## src/rtl/dcm_lock_seq.sv

```systemverilog
// Power-up / lock sequencer for the clk31p5 DCM, clocked from the 27 MHz reference.
// Optional macro DCM_LOSS_CNT_EN adds an 8-bit saturating loss-of-lock counter port.
module dcm_lock_seq #(
    parameter int DCM_RST_CYCLES      = 3,
    parameter int LOCK_STABLE_CYCLES  = 64,
    parameter int LOCK_TIMEOUT_CYCLES = 4096,
    parameter int MAX_RETRIES         = 3
) (
    input  logic       clk,
    input  logic       rst,
    input  logic       ready,
    output logic       dcm_rst,
    output logic       sys_rst,
    output logic       locked,
`ifdef DCM_LOSS_CNT_EN
    output logic [7:0] loss_count,
`endif
    output logic       fail
);

    localparam int CNT_MAX_A = (DCM_RST_CYCLES > LOCK_STABLE_CYCLES) ? DCM_RST_CYCLES : LOCK_STABLE_CYCLES;
    localparam int CNT_MAX   = (CNT_MAX_A > LOCK_TIMEOUT_CYCLES) ? CNT_MAX_A : LOCK_TIMEOUT_CYCLES;
    localparam int CNT_W     = $clog2(CNT_MAX + 1);
    localparam int RTY_W     = (MAX_RETRIES > 0) ? $clog2(MAX_RETRIES + 1) : 1;

    localparam logic [CNT_W-1:0] DCM_LAST = CNT_W'(DCM_RST_CYCLES - 1);
    localparam logic [CNT_W-1:0] STB_LAST = CNT_W'(LOCK_STABLE_CYCLES - 1);
    localparam logic [CNT_W-1:0] TO_LAST  = CNT_W'(LOCK_TIMEOUT_CYCLES - 1);
    localparam logic [RTY_W-1:0] RTY_MAX  = RTY_W'(MAX_RETRIES);

    typedef enum logic [2:0] {
        S_DCM_RST,
        S_WAIT_LOCK,
        S_STABLE,
        S_RUN,
        S_FAIL
    } state_t;

    state_t           state_q, state_d;
    logic [CNT_W-1:0] cnt_q, cnt_d;
    logic [RTY_W-1:0] retry_q, retry_d;
    logic [1:0]       sync_q;
    logic             ready_s;
    logic             dcm_rst_q, sys_rst_q, locked_q, fail_q;

    assign ready_s = sync_q[1];

    // NOTE: every variable gets a default before the case so no path can infer a latch.
    always_comb begin
        state_d = state_q;
        cnt_d   = cnt_q;
        retry_d = retry_q;
        unique case (state_q)
            S_DCM_RST: begin
                if (cnt_q == DCM_LAST) state_d = S_WAIT_LOCK;
                else                   cnt_d   = cnt_q + 1'b1;
            end
            S_WAIT_LOCK: begin
                // A lock seen on the timeout edge takes priority over the retry.
                if (ready_s) begin
                    state_d = S_STABLE;
                end else if (cnt_q == TO_LAST) begin
                    if (retry_q == RTY_MAX) begin
                        state_d = S_FAIL;
                    end else begin
                        retry_d = retry_q + 1'b1;
                        state_d = S_DCM_RST;
                    end
                end else begin
                    cnt_d = cnt_q + 1'b1;
                end
            end
            S_STABLE: begin
                if (!ready_s)              state_d = S_WAIT_LOCK;
                else if (cnt_q == STB_LAST) state_d = S_RUN;
                else                        cnt_d   = cnt_q + 1'b1;
            end
            S_RUN: begin
                if (!ready_s) begin
                    state_d = S_DCM_RST;
                    retry_d = '0;
                end
            end
            S_FAIL:  ;
            default: state_d = S_DCM_RST;
        endcase
        // Each state starts its own count from zero.
        if (state_d != state_q) cnt_d = '0;
    end

    // NOTE: sequential state uses non-blocking assignments so all flops update together.
    always_ff @(posedge clk or posedge rst) begin
        if (rst) begin
            state_q   <= S_DCM_RST;
            cnt_q     <= '0;
            retry_q   <= '0;
            sync_q    <= 2'b00;
            dcm_rst_q <= 1'b1;
            sys_rst_q <= 1'b1;
            locked_q  <= 1'b0;
            fail_q    <= 1'b0;
        end else begin
            state_q   <= state_d;
            cnt_q     <= cnt_d;
            retry_q   <= retry_d;
            sync_q    <= {sync_q[0], ready};
            dcm_rst_q <= (state_d == S_DCM_RST);
            sys_rst_q <= (state_d != S_RUN);
            locked_q  <= (state_d == S_RUN);
            fail_q    <= (state_d == S_FAIL);
        end
    end

    assign dcm_rst = dcm_rst_q;
    assign sys_rst = sys_rst_q;
    assign locked  = locked_q;
    assign fail    = fail_q;

`ifdef DCM_LOSS_CNT_EN
    logic [7:0] loss_q, loss_d;

    always_comb begin
        loss_d = loss_q;
        if (state_q == S_RUN && state_d == S_DCM_RST && loss_q != 8'hFF)
            loss_d = loss_q + 8'd1;
    end

    always_ff @(posedge clk or posedge rst) begin
        if (rst) loss_q <= 8'd0;
        else     loss_q <= loss_d;
    end

    assign loss_count = loss_q;
`endif

endmodule

```

## config.mk

```make
export PLATFORM = sky130hd
export DESIGN_NAME = dcm_lock_seq
export DESIGN_NICKNAME = d
export VERILOG_FILES = /design/src/rtl/dcm_lock_seq.sv
export SDC_FILE = /design/constraint.sdc
export NUM_CORES = 1
export LEC_CHECK = 0
export ABC_AREA = 1
export CAP_MARGIN = 20
export CORE_MARGIN = 8
export CORE_UTILIZATION = 52
export CTS_CLUSTER_DIAMETER = 30
export DETAILED_ROUTE_END_ITERATION = 8
export PLACE_DENSITY = 0.73
export SYNTH_ARGS = -nofsm -noshare
export SYNTH_HDL_FRONTEND = slang
export SYNTH_SLANG_ARGS = --single-unit
```

## constraint.sdc

```tcl
create_clock -name clk -period 1.65 [get_ports clk]
set_input_delay 0.2475 -clock clk [delete_from_list [all_inputs] [get_ports clk]]
set_output_delay 0.2475 -clock clk [all_outputs]
set_load 0.02 [all_outputs]
```

After elaboration in Yosys (flattened, before gate mapping) --
Index checks and enable logic that the tools add are counted.
Operators by class: add/subtract/negate cells 2, equality and inequality tests 21, multiplexer cells 20, reductions and logical operators 6
Operators by type and width (number):
- $mux 13 | 6
- $pmux 13 s3 | 1
- $mux 3 | 7
- $ne 3x3->1 const B | 5
- $pmux 3 s5 | 1
- $add 13x1->13 const B | 1
- $eq 13x12->1 const B | 1
- $eq 13x2->1 const B | 1
- $eq 13x6->1 const B | 1
- $eq 3x2->1 const B | 3
- $mux 2 | 4
- $ne 2x2->1 const B | 4
- $eq 3x3->1 const B | 2
- $logic_not 3->1 | 2
- $reduce_and 6->1 | 1
- $reduce_and 5->1 | 1
- $pmux 2 s2 | 1
- $reduce_bool 4->1 | 1
- $eq 3x1->1 const B | 1
- $ne 3x2->1 const B | 1
- $ne 3x3->1 | 1
- $add 2x1->2 const B | 1
- $eq 2x2->1 const B | 1
- $reduce_bool 2->1 | 1
Word-level totals: flip-flop bits (word level) 24, input bits 3, word-level logic and storage cells 57

Logic depth before layout (Yosys ltp) --
word-level depth 8, gate-level depth with buffers 13

Least setup slack after synthesis --
OpenSTA, ideal clock, no wires.
kind reg-to-reg, start point register cnt_q[1], end point register cnt_q[10], library setup time 0.066 ns, data arrival time 1.568 ns, setup slack 0.016 ns, stages on the path, launching flop included 13, clock period less this slack 1.634 ns, cell sequence dfrtp_1 > ha_1 > nand3_1 > nor2_1 > nand2_1 > nand2_1 > nand2_2 > nand2_4 > o21ai_2 > nand3_1 > nor2_2 > nand2_1 > nand2_1
Between the ends: longest elaborated chain between the ends 7, elaborated cells between the ends (all ways) 25, classes of those cells add/sub (1); eq/ne (9); mux (13); reduce/logical (2)
Ends and longest elaborated chain:
- start: declaration | RTL line 40 | logic [CNT_W-1:0] cnt_q, cnt_d;
- start signal: assignment | RTL line 104 | cnt_q <= cnt_d;
- $eq 13x6->1 or $eq 13x12->1 (tied branches) | RTL line 75, 62
- $mux 3 (on tied branches) | RTL line 75, 62
- $mux 3 (on tied branches) | RTL line 74, 60
- $pmux 3 s5 | RTL line 53 | unique case (state_q)
- $ne 3x3->1 | RTL line 88 | if (state_d != state_q) cnt_d = '0;
- $ne 3x3->1 (no source line) or $reduce_bool 4->1 (tied branches)
- $reduce_and 6->1 (no source line)
Parallel ways exist; a longest one is shown, timed or not. The select of a mux whose other input is x is not followed. A chain may end at the register's enable or synchronous reset.

Final worst setup path --
start point register cnt_q[1], end point register cnt_q[4]
Same word-level chain as after synthesis.

==> reports/results.tsv <==
stage	metric	value	unit
setup_path	Critical Path Fanout Max	10	
floorplanning	Cell Rows	18	
pwr	P_int	1.363	mW
placed_design	half-perimeter wire length of the detailed placement result	2083	µm
synth	warnings from Yosys	0	
synth	Area contributors post-synth	sky130_fd_sc_hd__dfrtp_1 (41%), sky130_fd_sc_hd__nand2_1 (11%), sky130_fd_sc_hd__nor2_1 (6.1%)	
setup_path	dominant delay contributor by cell family on the critical path	simple AND/OR/NAND/NOR gates	
floorplanning	initial core utilization	54.60	%
setup_path	crit-path max cell delay	0.43	ns
synth	register area share after synthesis	44.59	%
pwr	IR drop worst, VDD	989.5	µV
synth	average cell area after synthesis	8.148	µm²
floorplanning	floorplan die area	4489	µm²
timing	Setup Skew	0.01071	ns
layout	Util after Layout	76.31	%
pwr	leakage power	0.8900	nW
layout	number of fill cells	154	
synth	library cell occupying the most area in the post-synthesis netlist	sky130_fd_sc_hd__dfrtp_1	
status	run status	finished with violations	
setup_path	total buffers and inverters traversed by the critical path	1	
layout	Diodes inserted	0	
setup_path	first element of the critical path	cnt_q[1]	
clock_tree	Max H-tree Level	1	
timing	Tightest Pin Transition	0.4089	ns
status	violated checks	negative setup slack	
synth	cell with the most instances after synthesis	sky130_fd_sc_hd__nand2_1	
clock_tree	# hold bufs at CTS	0	
timing	Fin. Hold Viols	0	
synth	post-synthesis net count	172	
clock_tree	clock-pin transition on the worst setup and hold timing paths	0.14	ns
synth	post-synthesis async set-or-reset flop share	100.0	%
pwr	power consumption	2.291	mW
grt	vias in the first global route	1219	
floorplanning	Top-Level Pins	7	
drt	DRC marker count from the first detailed-route iteration	83	
placed_design	count of placed standard cells including taps	212	
setup_path	startpoint types	flop	
timing	shortest clock period the worst path allows after layout	1.909	ns
floorplanning	total core area	2477	µm²
min_path	class of the tightest hold or removal check	in -> async	
drt	average wire per standard cell	16.33	µm
clock_tree	clock latency of the later-clocked register in the worst-skew pair	0.33	ns
pwr	Psw	0.9281	mW
placed_design	routability cong.	0.9415	
timing	headroom to the max-slew limit	72.68	%
layout	share of cells above drive strength 1	40.70	%
grt	number of antenna violations at the first check in global routing	0	
floorplanning	horizontal die dimension	67	µm
drt	drt first pass iters	6	
synth	area of the mapped netlist	1353	µm²
clock_tree	buffers from clock root to sink, at most	2	
timing	crit share post-route	115.7	%
floorplanning	height of the die	67	µm
grt	GR Util All Layers	15.80	%
layout	area delta synth->final	39.78	%
grt	first-pass GRT wire length	5430	µm
clock_tree	root buffer selected by CTS	sky130_fd_sc_hd__clkbuf_4	
drt	post-detailed-route via-to-cell ratio	5.694	
setup_path	ordered list of cells on the worst path	ha_2, nand3_4, nor3_4, buf_6, nand3_4, nand2_4, nor2_8, nand3_2, xor2_1, nor2_1	
setup_path	Worst Setup End Kind	flop	
layout	final cell count without fillers	229	
setup_path	Required @ worst endpoint	1.87	ns
synth	Yosys top cell area share	40.70	%
layout	area of the multi-input gates	875.8	µm²
clock_tree	total CTS buffers	3	
grt	total grt overflow	0	
pwr	Comb pwr share	47.8	%
clock_tree	clock tree from TritonCTS	built	
setup_path	Most common cell on crit path	sky130_fd_sc_hd__nand3_4	
layout	net count of the finished layout	206	
drt	number of vias in the routed layout	1304	
timing	endpoints failing setup	16	
grt	largest net degree at the start of global routing	25	
timing	Worst Setup Slack, final	-0.2589	ns
drt	number of remaining DRC errors	0	
synth	post-synthesis instance total	166	
layout	area taken by flip-flops and latches	604.3	µm²
synth	Commonest cells post-synth	sky130_fd_sc_hd__nand2_1 (41), sky130_fd_sc_hd__dfrtp_1 (22), sky130_fd_sc_hd__nor2_1 (22), sky130_fd_sc_hd__inv_1 (16), sky130_fd_sc_hd__nand3_1 (8)	
setup_path	Critical-path top delay cell	sky130_fd_sc_hd__dfrtp_1	
timing	unrepaired setup endpoints after global routing	yes	
drt	routed wire length	3739	µm
setup_path	type of the worst setup path	reg -> reg	
flow_run	max cap viols	0	
clock_tree	number of clock sinks seen by CTS	24	
setup_path	R2R Path Start	cnt_q[1]	
drt	residual antenna-violating net count after detailed routing	0	
placed_design	input/output buffers	6	
pwr	Switching Fraction	40.51	%
synth	number of distinct library cell variants in the gate-level netlist after synthesis	26	
pwr	sequential group share of total power	33.0	%
setup_path	CP Data Arrival Time	2.13	ns
timing	number of max-slew violations in the final report	0	
pwr	power share of the clock group	19.1	%
synth	number of storage elements in the synthesis netlist	24	
synth	Main synth FF type	sky130_fd_sc_hd__dfrtp_1	
synth	number of synthesized flops with an enable pin	0	
timing	achievable frequency	523.9	MHz
pwr	total power per unit cell area	1212	nW/µm²
==> per-stage QoR <==
stage / instance area, µm² / TNS, ns / worst slack (ns) / hold WS, ns
final: 1891 / -2.769 / -0.2589 / 0.2441
after global routing: 1891 / -4.712 / -0.3431 / 0.2903
after CTS: 1692 / -0.7485 / -0.08287 / 0.2585
after detailed placement: 1525 / -0.7866 / -0.1052 / 0.3410
after global placement: 1525 / -0.09617 / -0.03698 / 0.3348
after floorplan: 1353 / 0 / 0.01607 / 0.2606
==> kinds of logic after synthesis <==
logic type / synth area share [%]
AND/OR/NAND/NOR: 36.63
buffers and inverters: 6.106
XOR/XNOR: 5.828
AO/OA/AOI/OAI: 4.070
flip-flops: 44.59
adder cells (fa/ha/maj): 2.776
==> cells in the final DEF (no fill, tap or decap), types with 4 or more instances in the layout <==
cell type	n
sky130_fd_sc_hd__dfrtp_1	21
sky130_fd_sc_hd__nand2_1	34
sky130_fd_sc_hd__xor2_1	6
sky130_fd_sc_hd__nand2_2	10
sky130_fd_sc_hd__buf_6	4
sky130_fd_sc_hd__nor2_2	6
sky130_fd_sc_hd__nor3_2	5
sky130_fd_sc_hd__inv_1	16
sky130_fd_sc_hd__nand4_1	7
sky130_fd_sc_hd__inv_2	5
sky130_fd_sc_hd__buf_4	18
sky130_fd_sc_hd__nor2_1	16
sky130_fd_sc_hd__clkdlybuf4s50_1	4
==> power groups by stage <==
stage,combinational (mW),clock (mW),sequential [mW]
after CTS,0.847,0.435,0.751
after floorplan,0.477,0,0.774
after detailed placement,0.700,0,0.758
after global placement,0.681,0,0.747
final,1.10,0.439,0.757
after global routing,1.19,0.472,0.768
==> flip-flops by register name, summed over array words and instances, names as in the netlist <==
signal and count:
cnt_q 13, state_q 3, retry_q 2, sync_q 2, dcm_rst 1, fail 1, locked 1, sys_rst 1
==> tightest hold or removal path, cell delays in order <==
cell                              delay [ns]
sky130_fd_sc_hd__clkdlybuf4s50_1        0.40
sky130_fd_sc_hd__inv_1                  0.05
sky130_fd_sc_hd__buf_4                  0.29
==> area by class of cell <==
| class | instances | share of cell area (%) |
|---|---|---|
| sequential | 24 | 31.97 |
| clock buffer | 3 | 1.191 |
| clock inverter | 1 | 1.588 |
| timing repair buffer | 28 | 12.57 |
| tap | 30 | 1.985 |
| inverter | 22 | 4.368 |
| multi-input combinational | 121 | 46.33 |
==> path summary, 6_finish.rpt <==
path / slack [ns] / end / cells after the start
setup / recovery: -0.26 / cnt_q[4] / 10
max in group asynchronous: 1.12 / dcm_rst / 3
setup reg to reg: -0.26 / cnt_q[4] / 10
hold reg to reg: 0.37 / sync_q[1] / 0
hold / removal: 0.24 / sync_q[0] / 3
min in group clk: 0.34 / sync_q[0] / 1
==> layer usage <==
metal	up-vias	track usage (%)	part of all wire, %
li1	597	-	-
met1	643	18.33	43
met2	47	27.72	50
met3	17	2.685	4.0
met4	0	6.789	3.7
met5	-	0	0
==> repair_timing <==
action,CTS,global route
setup endpoints to repair,17,20
buffers inserted,8,4
pin swaps,7,15
gates resized for setup,14,37
gates cloned,1,0
endpoints found under the hold margin,0,0
Power figures use the tool's default switching activity.
